**src/rtl/rst_sequencer_if.sv**
```systemverilog
// Bundle of the reset-sequencer control/status signals shared between the
// sequencer (slave) and whoever requests software resets (master).
interface rst_sequencer_if #(
    parameter int NUM_STAGES = 3
);
    // soft_rst_req is sampled on every rising edge; soft_rst_ack is high for
    // exactly the cycles following each edge at which a request was accepted.
    // There is no back-pressure: a request is always accepted unless rst is high.
    logic                  soft_rst_req;
    logic                  soft_rst_ack;
    logic [NUM_STAGES-1:0] rst_out;
    logic                  busy;
    logic                  seq_done;

    modport master (
        output soft_rst_req,
        input  soft_rst_ack,
        input  rst_out,
        input  busy,
        input  seq_done
    );

    modport slave (
        input  soft_rst_req,
        output soft_rst_ack,
        output rst_out,
        output busy,
        output seq_done
    );
endinterface

```
**src/rtl/rst_sequencer.sv**
```systemverilog
// Staged reset controller: holds all domain resets for a minimum pulse, then
// releases them one at a time, lowest bit first, with fixed spacing.
module rst_sequencer #(
    parameter int NUM_STAGES = 3,
    parameter int PULSE_MIN  = 8,
    parameter int STAGE_DLY  = 16
) (
    input  logic                  clk,
    input  logic                  rst,
    rst_sequencer_if.slave        rs_if,
    output logic [1:0]            dbg_state_o
);
    localparam int CNT_MAX = (PULSE_MIN > STAGE_DLY) ? PULSE_MIN : STAGE_DLY;
    localparam int CW      = $clog2(CNT_MAX + 1);
    localparam int IW      = $clog2(NUM_STAGES + 1);

    localparam logic [CW-1:0] PULSE_LAST = CW'(PULSE_MIN - 1);
    localparam logic [CW-1:0] STAGE_LAST = CW'(STAGE_DLY - 1);
    localparam logic [IW-1:0] IDX_LAST   = IW'(NUM_STAGES - 1);

    typedef enum logic [1:0] {
        S_HOLD    = 2'd0,
        S_RELEASE = 2'd1,
        S_DONE    = 2'd2
    } state_t;

    state_t                state_q, state_d;
    logic [CW-1:0]         cnt_q, cnt_d;
    logic [IW-1:0]         idx_q, idx_d;
    logic [NUM_STAGES-1:0] rst_out_q, rst_out_d;
    logic                  ack_q, ack_d;
    logic                  busy_q, busy_d;
    logic                  done_q, done_d;

    always_ff @(posedge clk or posedge rst) begin
        if (rst) begin
            state_q   <= S_HOLD;
            cnt_q     <= '0;
            idx_q     <= '0;
            rst_out_q <= '1;
            ack_q     <= 1'b0;
            busy_q    <= 1'b1;
            done_q    <= 1'b0;
        end else begin
            state_q   <= state_d;
            cnt_q     <= cnt_d;
            idx_q     <= idx_d;
            rst_out_q <= rst_out_d;
            ack_q     <= ack_d;
            busy_q    <= busy_d;
            done_q    <= done_d;
        end
    end

    always_comb begin
        state_d   = state_q;
        cnt_d     = cnt_q;
        idx_d     = idx_q;
        rst_out_d = rst_out_q;
        ack_d     = 1'b0;

        if (rs_if.soft_rst_req) begin
            // The request edge becomes edge 0 of a fresh sequence.
            state_d   = S_HOLD;
            cnt_d     = '0;
            idx_d     = '0;
            rst_out_d = '1;
            ack_d     = 1'b1;
        end else begin
            unique case (state_q)
                S_HOLD: begin
                    if (cnt_q == PULSE_LAST) begin
                        rst_out_d[0] = 1'b0;
                        cnt_d        = '0;
                        idx_d        = IW'(1);
                        state_d      = (NUM_STAGES == 1) ? S_DONE : S_RELEASE;
                    end else begin
                        cnt_d = cnt_q + 1'b1;
                    end
                end
                S_RELEASE: begin
                    if (cnt_q == STAGE_LAST) begin
                        for (int i = 0; i < NUM_STAGES; i++) begin
                            if (idx_q == IW'(i)) rst_out_d[i] = 1'b0;
                        end
                        cnt_d = '0;
                        idx_d = idx_q + 1'b1;
                        if (idx_q == IDX_LAST) state_d = S_DONE;
                    end else begin
                        cnt_d = cnt_q + 1'b1;
                    end
                end
                S_DONE: begin
                    state_d = S_DONE;
                end
                default: begin
                    state_d = S_HOLD;
                end
            endcase
        end

        // Status flops follow the next reset vector so they change on the same edge.
        busy_d = |rst_out_d;
        done_d = ~(|rst_out_d);
    end

    assign rs_if.rst_out      = rst_out_q;
    assign rs_if.soft_rst_ack = ack_q;
    assign rs_if.busy         = busy_q;
    assign rs_if.seq_done     = done_q;
    assign dbg_state_o        = state_q;
endmodule

```
**src/flat_wrapper.sv**
```systemverilog
// flat-port wrapper written by rule: the top's interface ports become plain ports
module rst_sequencer_flat 
#(
    parameter int NUM_STAGES = 3,
    parameter int PULSE_MIN  = 8,
    parameter int STAGE_DLY  = 16
)
  (clk, rst, dbg_state_o, rs_if_soft_rst_req, rs_if_soft_rst_ack, rs_if_rst_out, rs_if_busy, rs_if_seq_done);
  rst_sequencer_if #(.NUM_STAGES(NUM_STAGES)) rs_if_i ();
  input  logic clk;
  input  logic rst;
  output logic [1:0] dbg_state_o;
  input wire logic [$bits(rs_if_i.soft_rst_req)-1:0] rs_if_soft_rst_req;
  output wire logic [$bits(rs_if_i.soft_rst_ack)-1:0] rs_if_soft_rst_ack;
  output wire logic [$bits(rs_if_i.rst_out)-1:0] rs_if_rst_out;
  output wire logic [$bits(rs_if_i.busy)-1:0] rs_if_busy;
  output wire logic [$bits(rs_if_i.seq_done)-1:0] rs_if_seq_done;
  assign rs_if_i.soft_rst_req = rs_if_soft_rst_req;
  assign rs_if_soft_rst_ack = rs_if_i.soft_rst_ack;
  assign rs_if_rst_out = rs_if_i.rst_out;
  assign rs_if_busy = rs_if_i.busy;
  assign rs_if_seq_done = rs_if_i.seq_done;
  rst_sequencer #(.NUM_STAGES(NUM_STAGES), .PULSE_MIN(PULSE_MIN), .STAGE_DLY(STAGE_DLY)) u_core (.clk(clk), .rst(rst), .rs_if(rs_if_i), .dbg_state_o(dbg_state_o));
endmodule
```
**config.mk**
```make
export PLATFORM = sky130hd
export DESIGN_NAME = rst_sequencer_flat
export DESIGN_NICKNAME = d
export VERILOG_FILES = /design/src/rtl/rst_sequencer_if.sv /design/src/rtl/rst_sequencer.sv /design/src/flat_wrapper.sv
export SDC_FILE = /design/constraint.sdc
export NUM_CORES = 1
export LEC_CHECK = 0
export ABC_AREA = 1
export CORE_MARGIN = 2
export CORE_UTILIZATION = 57
export CTS_CLUSTER_SIZE = 28
export DETAILED_ROUTE_END_ITERATION = 8
export PLACE_DENSITY = 0.92
export REMOVE_ABC_BUFFERS = 1
export SETUP_SLACK_MARGIN = 0.5
export SLEW_MARGIN = 20
export SYNTH_ARGS = -nofsm -noshare
export SYNTH_HDL_FRONTEND = slang
export SYNTH_SLANG_ARGS = --single-unit
```
**constraint.sdc**
```tcl
create_clock -name clk -period 2.29 [get_ports clk]
set_input_delay 0.687 -clock clk [delete_from_list [all_inputs] [get_ports clk]]
set_output_delay 0.687 -clock clk [all_outputs]
set_load 0.02 [all_outputs]
```
; ---- Word-level counts from Yosys, hierarchy flattened
; Index checks and enable logic that the tools add are counted.
[word_totals]
reg_bits = 15
inputBits = 3
out_inout_bits = 8
wordCells = 46
[classes]
n_addsub = 2
n_eq_ne = 9
n_mux = 21
bitwise = 1
n_reduce_logical = 6
[ops]
columns = cell, count
row1 = $mux W5, 3
row2 = $mux W2, 7
row3 = $pmux W5 S2, 1
row4 = $ne A3 B2 Y1 const B, 3
row5 = $mux W3, 2
row6 = $pmux W2 S3, 1
row7 = $reduce_and A3 Y1, 2
row8 = $add A5 B1 Y5 const B, 1
row9 = $eq A5 B3 Y1 const B, 1
row10 = $eq A5 B4 Y1 const B, 1
row11 = $mux W1, 5
row12 = $eq A2 B1 Y1 const B, 2
row13 = $eq A2 B2 Y1 const B, 2
row14 = $logic_not A2 Y1, 2
row15 = $pmux W2 S2, 1
row16 = $reduce_bool A3 Y1, 1
row17 = $reduce_or A3 Y1, 1
row18 = $add A2 B1 Y2 const B, 1
row19 = $pmux W1 S2, 1
row20 = $not A1 Y1, 1

; ---- Logic depth before layout (Yosys ltp)
[logic_depth]
word_depth = 7
ltp_mapped = 10
mapped_depth_nobuf = 10

; ---- Worst setup path before layout
; OpenSTA, ideal clock, no wires.
[synth_timing]
path_kind = reg-to-reg
start = register u_core.state_q[0], in the netlist u_core.dbg_state_o[0]
end = register u_core.done_q, in the netlist u_core.rs_if.seq_done
setup_ns = 0.113
arrival_ns = 1.332
required_time_ns = 2.177
slack_ns = 0.844
stages_incl_launch_ff = 9
path_buffers = 0
synth_period_minus_slack_ns = 1.446
path_cell_list = dfrtp_1 -> inv_1 -> ha_1 -> nor2_1 -> a21oi_1 -> nand2_1 -> nand2_1 -> nand2_2 -> inv_1
[synth_via]
elab_chain_len = 5
elab_cells_between_ends = 7
classes_between = 1 x eq/ne / 3 x mux / 1 x bitwise / 2 x reduce/logical
[synth_rtl]
columns = item, line
row1 = start: declaration, rst_sequencer.sv:27  ; state_t state_q, state_d;
row2 = start signal: assignment, rst_sequencer.sv:45  ; state_q <= state_d;
row3 = $eq A2 B1 Y1 or $logic_not A2 Y1 (tied branches), rst_sequencer.sv:70  ; unique case (state_q)
row4 = $pmux W1 S2 or $mux W2 (tied branches), rst_sequencer.sv:70
row5 = $mux W3 *, rst_sequencer.sv:62  ; if (rs_if.soft_rst_req) begin
row6 = $reduce_or A3 Y1 *, -
row7 = net u_core.busy_d, rst_sequencer.sv:32  ; logic busy_q, busy_d;
row8 = $not A1 Y1 *, rst_sequencer.sv:104  ; done_d = ~(|rst_out_d);
row9 = net u_core.done_d, rst_sequencer.sv:33  ; logic done_q, done_d;
row10 = end signal: assignment, rst_sequencer.sv:51  ; done_q <= done_d;
row11 = end: declaration, rst_sequencer.sv:33
; The timed path passes the listed nets; every way through them passes the cells marked *.
; A chain may end at the register's enable or synchronous reset.

; ---- Worst setup path after layout
[layout_timing]
start = register u_core.busy_q, in the netlist u_core.rs_if.busy
end = output rs_if_busy
[layout_rtl]
columns = item, line
row1 = start: declaration, rst_sequencer.sv:32
row2 = start signal: assignment, rst_sequencer.sv:50  ; busy_q <= busy_d;
row3 = end: declaration, flat_wrapper.sv:16  ; output wire logic [$bits(rs_if_i.busy)-1:0] rs_if_busy;
; No word-level cell between the ends.

==> flow_metrics.py <==
metrics = {
    "clocking": {
        "htree_levels": 1,
        "root_buffer": "clkbuf_4",
        "clkLatencyLatePin_ns": 0.29,
        "clock_sinks": 15,
        "clk_path_buf_depth": 2,
        "clkSlewWorstSetupHoldPaths_ns": 0.09,
        "cts_tree": "built",
        "cts_inserted_buffers": 3,
    },
    "final_layout": {
        "antenna_cells": 0,
        "area_growth_pct": 15.6,
        "drive_gt1_frac": 0.183,
        "layout.nets": 139,
        "post-route-cell-area_um2": 1050,
        "n_fill_cell": 114,
        "multiInputGateArea_um2": 454,
        "post-route-util": 0.703,
        "ff_latch_area_um2": 380,
    },
    "power_and_ir_drop": {
        "cellLeakagePower_nw": 0.577,
        "p_seq_frac": 0.367,
        "power_frac_clock": 0.149,
        "ir_worst_vdd_uv": 565,
        "internal-power_mw": 0.576,
        "p_switching_mw": 0.459,
        "swShare": 0.444,
        "power.density_nw_per_um2": 989,
        "p_comb_frac": 0.485,
    },
    "sta": {
        "setup_viol": 0,
        "finalHoldViolCount": 0,
        "max_slew.worst_pin.slew_ns": 0.565,
        "period_needed_ns": 1.75,
        "post-route-period-util": 0.763,
        "clock_skew_ns": 0.00173,
        "max_freq_ghz": 0.572,
        "slew_violations": 0,
        "fin_setup_tns_ns": 0,
        "rsz0062_at_grt": "false",
        "setup_slack_ns": 0.543,
        "relSlewSlack": 0.623,
    },
    "hold_path": {
        "min_to": "u_core.rs_if.rst_out[1]$_DFF_PP1_",
        "holdPathStages": 2,
        "hp-start": "u_core.rs_if.rst_out[1]$_DFF_PP1_",
        "hold_class": "flip-flop to flip-flop",
    },
    "placement": {
        "dp.final_hpwl_mm": 1.45,
        "gp_congestion": 0.847,
        "io_buffers": 10,
        "dp_slack_ns": 0.343,
        "placed_cell_area_um2": 1020,
    },
    "synth": {
        "netlist_instances": 111,
        "yosysSeqAreaShare": 0.420,
        "synth_cell_types": 18,
        "synthTopCellsByArea": "dfrtp_1, nand2_1, ha_1, dfstp_2, inv_1",
        "synth-seq-cells": 15,
        "avgSynthCellArea_um2": 8.15,
        "netlist.top_cell.by_area": "dfrtp_1",
        "netlist_area_um2": 905,
        "synth_top_area_frac": 0.304,
        "yosysWarnings": 0,
    },
    "drt": {
        "drt-total-wl_mm": 1.83,
        "ant_nets": 0,
        "drtIter0Drc": 20,
        "vias_per_cell": 5.32,
        "num_vias": 756,
        "drt_pass1_iterations": 4,
        "wl_per_cell_um": 12.9,
        "drc": 0,
    },
    "setup_path": {
        "reg2regPathDepth": 10,
        "criticalPathCategory": "flip-flop to output pin",
        "worstPathRequired_ns": 1.60,
        "crit_slowest_cell": "dfstp_2",
        "cp_max_fo": 1,
        "critPathCaptureType": "output pin",
        "timing.critical_path.buf_inv": 1,
        "startpoint_type": "flip-flop",
        "cp_data_arrival_time_ns": 1.06,
        "critPathTopFamily": "flip-flops",
        "worstPathCellList": "clkdlybuf4s15_2",
        "reg2reg_setup_slack_ns": 0.70,
        "reg2reg_from": "u_core.cnt_q[1]$_DFFE_PP0P_",
        "critPathMaxStageDelay_ns": 0.52,
        "r2r-end": "u_core.rs_if.seq_done$_DFF_PP0_",
    },
    "die": {
        "core-area_um2": 1490,
        "start_util": 0.608,
        "rows": 14,
        "die_area_um2": 1920,
        "die_y_um": 43.8,
        "io_pins": 11,
        "die_w_um": 43.8,
    },
    "grt": {
        "grt_pass1_wl_mm": 3.06,
        "track_usage": 0.222,
        "grt_start_max_net_pins": 16,
        "globalRouteOverflowTotal": 0,
        "grt_antenna_before_repair": 0,
        "grt_pass1_vias": 716,
    },
    "run": {
        "cap_violations": 0,
    },
    "status": {
        "outcome": "complete, no violations",
    },
}
[power groups by stage]
stage | Clock [mW] | Sequential, mW | Combinational (mW)
global route | 0.168 | 0.386 | 0.567
floorplan | 0 | 0.406 | 0.320
global placement | 0 | 0.384 | 0.468
detailed placement | 0 | 0.389 | 0.504
CTS | 0.158 | 0.384 | 0.488
finish | 0.154 | 0.379 | 0.502
[metrics by stage]
stage / power, mW / instances / hold slack [ns]
after detailed placement: 0.894 / 137 / 0.488
final: 1.03 / 142 / 0.505
after CTS: 1.03 / 141 / 0.503
after floorplan: 0.726 / 110 / 0.467
after global routing: 1.12 / 142 / 0.535
after global placement: 0.852 / 137 / 0.485
[cell usage after synthesis]
library cell   n
nand3_1        9
nand3b_2       1
o21ai_0        2
dfrtp_1       11
inv_1         17
nand4_1        6
dfstp_2        4
ha_1           9
nand2_4        2
nor3_1         1
nand2_2        2
nor2_1         9
o21bai_1       1
nand2_1       31
nand3b_4       1
inv_2          1
buf_4          1
a21oi_1        3
[layout make-up]
type                            instances  area share
Inverter                               18      0.0646
Tap cell                               16      0.0191
Sequential cell                        15       0.364
Multi-Input combinational cell         77       0.434
Timing Repair Buffer                   12      0.0921
Clock inverter                          1     0.00478
Clock buffer                            3      0.0215
[flip-flops by register name, summed over array words and instances (netlist names)]
name and flops:
u_core.cnt_q 5, u_core.dbg_state_o 2, u_core.idx_q 2, u_core.rs_if.busy 1
u_core.rs_if.rst_out 3, u_core.rs_if.seq_done 1, u_core.rs_if.soft_rst_ack 1
[worst max path at each step]
stage / cells after the start / startpoint / slack [ns] / to
final: 1 / u_core.rs_if.busy$_DFF_PP1_ / 0.54 / rs_if_busy
after global routing: 10 / u_core.cnt_q[1]$_DFFE_PP0P_ / 0.51 / u_core.rs_if.seq_done$_DFF_PP0_
after CTS: 1 / u_core.rs_if.rst_out[0]$_DFF_PP1_ / 0.43 / rs_if_rst_out[0]
after detailed placement: 6 / rs_if_soft_rst_req / 0.34 / u_core.idx_q[0]$_DFFE_PP0P_
after global placement: 6 / rs_if_soft_rst_req / 0.35 / u_core.dbg_state_o[1]$_DFFE_PP0P_
after floorplan: 8 / u_core.dbg_state_o[1]$_DFFE_PP0P_ / 0.71 / u_core.rs_if.seq_done$_DFF_PP0_
[kinds of logic (layout without fill, tap and decap cells)]
| group | count (synthesis) | after routing | synth area share |
|---|---|---|---|
| and+or+nand+nor | 62 | 62 | 0.336 |
| buffers and inverters | 19 | 34 | 0.0830 |
| DFF | 15 | 15 | 0.420 |
| adders and majority gates | 9 | 9 | 0.124 |
| AOI/OAI and AO/OA | 6 | 6 | 0.0360 |
[placed cells by master, fill, tap and decap left out]
cell and count:
ha_1 8, inv_2 1, ha_2 1, nand2_4 2, nand2_1 31, inv_1 17
clkdlybuf4s15_2 1, nor3_1 1, o21ai_0 2, clkbuf_4 3, buf_2 2, nand4_1 6
dfrtp_1 11, nand3b_4 1, dlygate4sd2_1 4, dfstp_2 4, o21bai_1 1, clkbuf_2 1
clkinv_2 1, nand3b_2 1, clkdlybuf4s50_1 2, buf_4 2, nand2_2 2, nor2_2 1
nor2_1 8, a21oi_1 3, nand3_1 9
[what timing repair did]
action,CTS,global route
endpoints found under the setup margin,8,11
pin swaps,0,1
hold endpoints to repair,0,0
hold buffers,0,0
resized for setup,14,6
buffers inserted,0,1
[routing by layer]
layer | vias to the layer above | wire (µm) | share of wire | GRT usage
met4 | 0 | 55 | 0.030 | 0.158
li1 | 380 | - | - | -
met5 | - | 0 | 0 | 0
met1 | 357 | 785 | 0.43 | 0.271
met2 | 12 | 948 | 0.52 | 0.359
met3 | 7 | 45 | 0.025 | 0.0292
Note: power is estimated with default switching activity, not from simulation.
==> patch 1: new RTL, config.mk and constraints unchanged <==
`STAGE_DLY` is set to 16 in 2 places; all go to 8.
--- a/src/rtl/rst_sequencer.sv
+++ b/src/rtl/rst_sequencer.sv
@@ -3,7 +3,7 @@
 module rst_sequencer #(
     parameter int NUM_STAGES = 3,
     parameter int PULSE_MIN  = 8,
-    parameter int STAGE_DLY  = 16
+    parameter int STAGE_DLY  = 8
 ) (
     input  logic                  clk,
     input  logic                  rst,
--- a/src/flat_wrapper.sv
+++ b/src/flat_wrapper.sv
@@ -3,7 +3,7 @@
 #(
     parameter int NUM_STAGES = 3,
     parameter int PULSE_MIN  = 8,
-    parameter int STAGE_DLY  = 16
+    parameter int STAGE_DLY  = 8
 )
   (clk, rst, dbg_state_o, rs_if_soft_rst_req, rs_if_soft_rst_ack, rs_if_rst_out, rs_if_busy, rs_if_seq_done);
   rst_sequencer_if #(.NUM_STAGES(NUM_STAGES)) rs_if_i ();
Formal check against the unedited RTL: same outputs for any inputs over 10 cycles, from zero or initial values and one cycle with rst high; that may be too few to reach the edited logic, so the function may still have changed.
==> patch 1 against the original RTL <==
Worst setup slack improved by 0.028 ns. Non-clock buffer count fell by 2. Final area fell by 19%. Final cell count fell by 22%. Critical path depth did not move. Area after synthesis fell by 20%. Total power fell by 20%. Sequential cell count fell by 1. Wire length fell by 22%. Largest cell class is now flip-flops and latches.
==> patch 1: results (changes against the original RTL) <==
dpl cell area 841 sq um (-18%); adder-cell share of the synthesized area 12.1% (-0.34 points); Psw 0.339 mW (-26%); Pleak 0.418 nW (-28%); largest stage delay on the critical path 0.42 ns (-0.10 ns); post-cts gate resize count 12 (-2); clock-cell share of area 3.12% (+0.49 points); P_comb 0.342 mW (-32%); Tot GR Track Use 24.6% (+2.4 points); Non-clk invs 13 (-5); complex-gate fraction of the synthesized area 9.00% (+5.4 points); outcome completed; Layout Skew 0.000945 ns (-0.000790 ns); crit path max fanout 4 (+3); top cells by count, synth nand2_1 (21), inv_1 (11), dfrtp_1 (10); Worst-Margin Slew 0.535 ns (-0.0293 ns); Place WS 0.436 ns (+0.0928 ns); slowest CP cell dfrtp_1; ranking of synthesized cells by area dfrtp_1 (35%), dfstp_2 (15%), ha_1 (12%); DRT iter0 DRCs 5 (-75%); arrival time worst endpoint 1.03 ns (-0.03 ns); bufs w/o clock 10 (-2); Gate power share 41.4% (-7.1 points); Gate Count Post-Synth 83 (-25%); layout cells sized above 1 21.6% (+3.4 points); sequential share of cell area 42.2% (+5.8 points); final core utilization 73.8% (+3.5 points)
[patch 1: changes by cell type in the layout (fill, tap and decap cells not counted), moves of 3 or more]
cell / change
inv_1: -6
nand2_1: -10
nand3_1: -5
nand4_1: -6
nor2_1: -4
o21ai_0: +3
o21ai_1: +4
[patch 1: final timing paths]
path,startpoint,endpoint,slack [ns],cells after the start
worst min-delay path,u_core.rs_if.rst_out[1],u_core.rs_if.rst_out[1],0.51,2
worst max register to register,u_core.dbg_state_o[1],u_core.cnt_q[2],0.84,8
worst min register to register,u_core.rs_if.rst_out[1],u_core.rs_if.rst_out[1],0.51,2
worst max-delay path,u_core.dbg_state_o[0],dbg_state_o[0],0.57,1
min in group asynchronous,rst,u_core.cnt_q[2],0.76,2
max in group asynchronous,rst,u_core.rs_if.rst_out[1],1.17,2
[patch 1: per-layer routing]
layer	vias up	global-route usage (%)	part of all wire (%)
met3	6	3.98	3.1
met4	0	17.2	3.6
met2	13	42.6	48
met1	254	26.6	45
met5	-	0	0
li1	288	-	-
==> patch 2: new RTL, same settings <==
Made on the original files. Make the reset (`rst`) synchronous in one clocked block.
--- a/src/rtl/rst_sequencer.sv
+++ b/src/rtl/rst_sequencer.sv
@@ -32,7 +32,7 @@
     logic                  busy_q, busy_d;
     logic                  done_q, done_d;
 
-    always_ff @(posedge clk or posedge rst) begin
+    always_ff @(posedge clk) begin
         if (rst) begin
             state_q   <= S_HOLD;
             cnt_q     <= '0;
Behaviour: differs if rst is asserted again (counterexample within 4 cycles, from zero or initial values and one cycle with rst high); with rst held inactive, the same outputs for 10 cycles.
==> patch 2 against the original RTL <==
Area after synthesis fell by 14%. Critical path depth rose by 8. Worst hold slack got worse by 0.023 ns. First-iteration DRC count fell by 65%. Worst setup slack improved by 0.052 ns. Wire length fell by 17%. Final area fell by 13%. Via count fell by 11%. Highest routed layer unchanged. Sequential cell count did not move. Critical endpoint is now u_core.rs_if.busy. Utilization rose by 0.44 points.
Power is not compared: it rests on default switching activity, and its combinational part moved more than twofold at a synthesized area within 25%.
==> patch 2: results (changes against the original RTL) <==
Post-Syn Area per Cell 7.38 sq um (-9.5%); FF/Latch Area 302 sq um (-21%); largest stage delay on the critical path 0.37 ns (-0.15 ns); Final HPWL DP 1200 um (-17%); top cells by count, synth nand2_1 (27), inv_1 (17), dfxtp_1 (15); layout cells sized above 1 11.0% (-7.2 points); Top FF cell, synth dfxtp_1; Max-slew headroom 79.5% (+17 points); final hold slack 0.482 ns (-0.0227 ns); Fill cells 109 (-4.4%); crit path max fanout 3 (+2); dpl cell area 878 sq um (-14%); overall power 0.442 mW; worst hold stages 1 (-1); vias in the first global route 591 (-17%); met3 WL 52 um (+16%); DR WL met2 795 um (-16%); largest net degree at the start of global routing 10 (-6); arrival time worst endpoint 1.90 ns (+0.84 ns); Final WS setup 0.595 ns (+0.0523 ns); slowest CP cell dfxtp_1; reg-to-reg startpoint u_core.cnt_q[1]; dpl cells 129 (-5.8%); Seq/Total Area, Yosys 38.4% (-3.6 points); ranking of synthesized cells by area dfxtp_1 (38%), nand2_1 (13%), ha_1 (13%); vias 671 (-11%); met2 usage 39.8% (+4.0 points); Worst Hold Path EP u_core.rs_if.seq_done; first-pass GRT wire length 2370 um (-23%); Post-synth ARST share 0% (-100 points); Crit path max-delay family simple AND/OR/NAND/NOR gates; Layout Skew 0.00472 ns (+0.00299 ns); GR Util met3 4.89% (+2.0 points); Worst Setup EP u_core.rs_if.busy; outcome completed; Worst Reg2Reg Path Length in Cells 9 (-1); Tot GR Track Use 22.8% (+0.59 points); Place WS 0.364 ns (+0.0210 ns); hold path start u_core.rs_if.rst_out[0]; post-synth cell types 19 (+1); mean routed wirelength per cell 11.4 um (-12%)
==> patch 2: cell types whose count changed after synthesis, moves of 3 or more <==
cell and delta:
dfrtp_1 -11, dfstp_2 -4, dfxtp_1 +15, nand2_1 -4
nand3_1 -4, nand4_1 -3, nor2_1 +4
==> patch 2: cells by family after synthesis <==
family / synth area share, %
AOI/OAI and AO/OA: 4.80
xor gates and xnor gates: 2.24
adders and majority gates: 12.8
buffers and inverters: 12.0
DFF: 38.4
muxes: 1.28
and+or+nand+nor: 28.5
==> patch 2: cell type report <==
type | count | share of cell area (%)
Timing Repair Buffer | 10 | 9.92
Multi-Input combinational cell | 70 | 43.9
Clock inverter | 1 | 0.551
Tap cell | 15 | 2.07
Sequential cell | 15 | 33.2
Clock buffer | 3 | 2.48
Inverter | 19 | 7.85
==> patch 2: what timing repair did <==
action	in CTS	in global routing
pin swaps	0	0
setup endpoints to repair	10	4
gates resized for setup	11	4
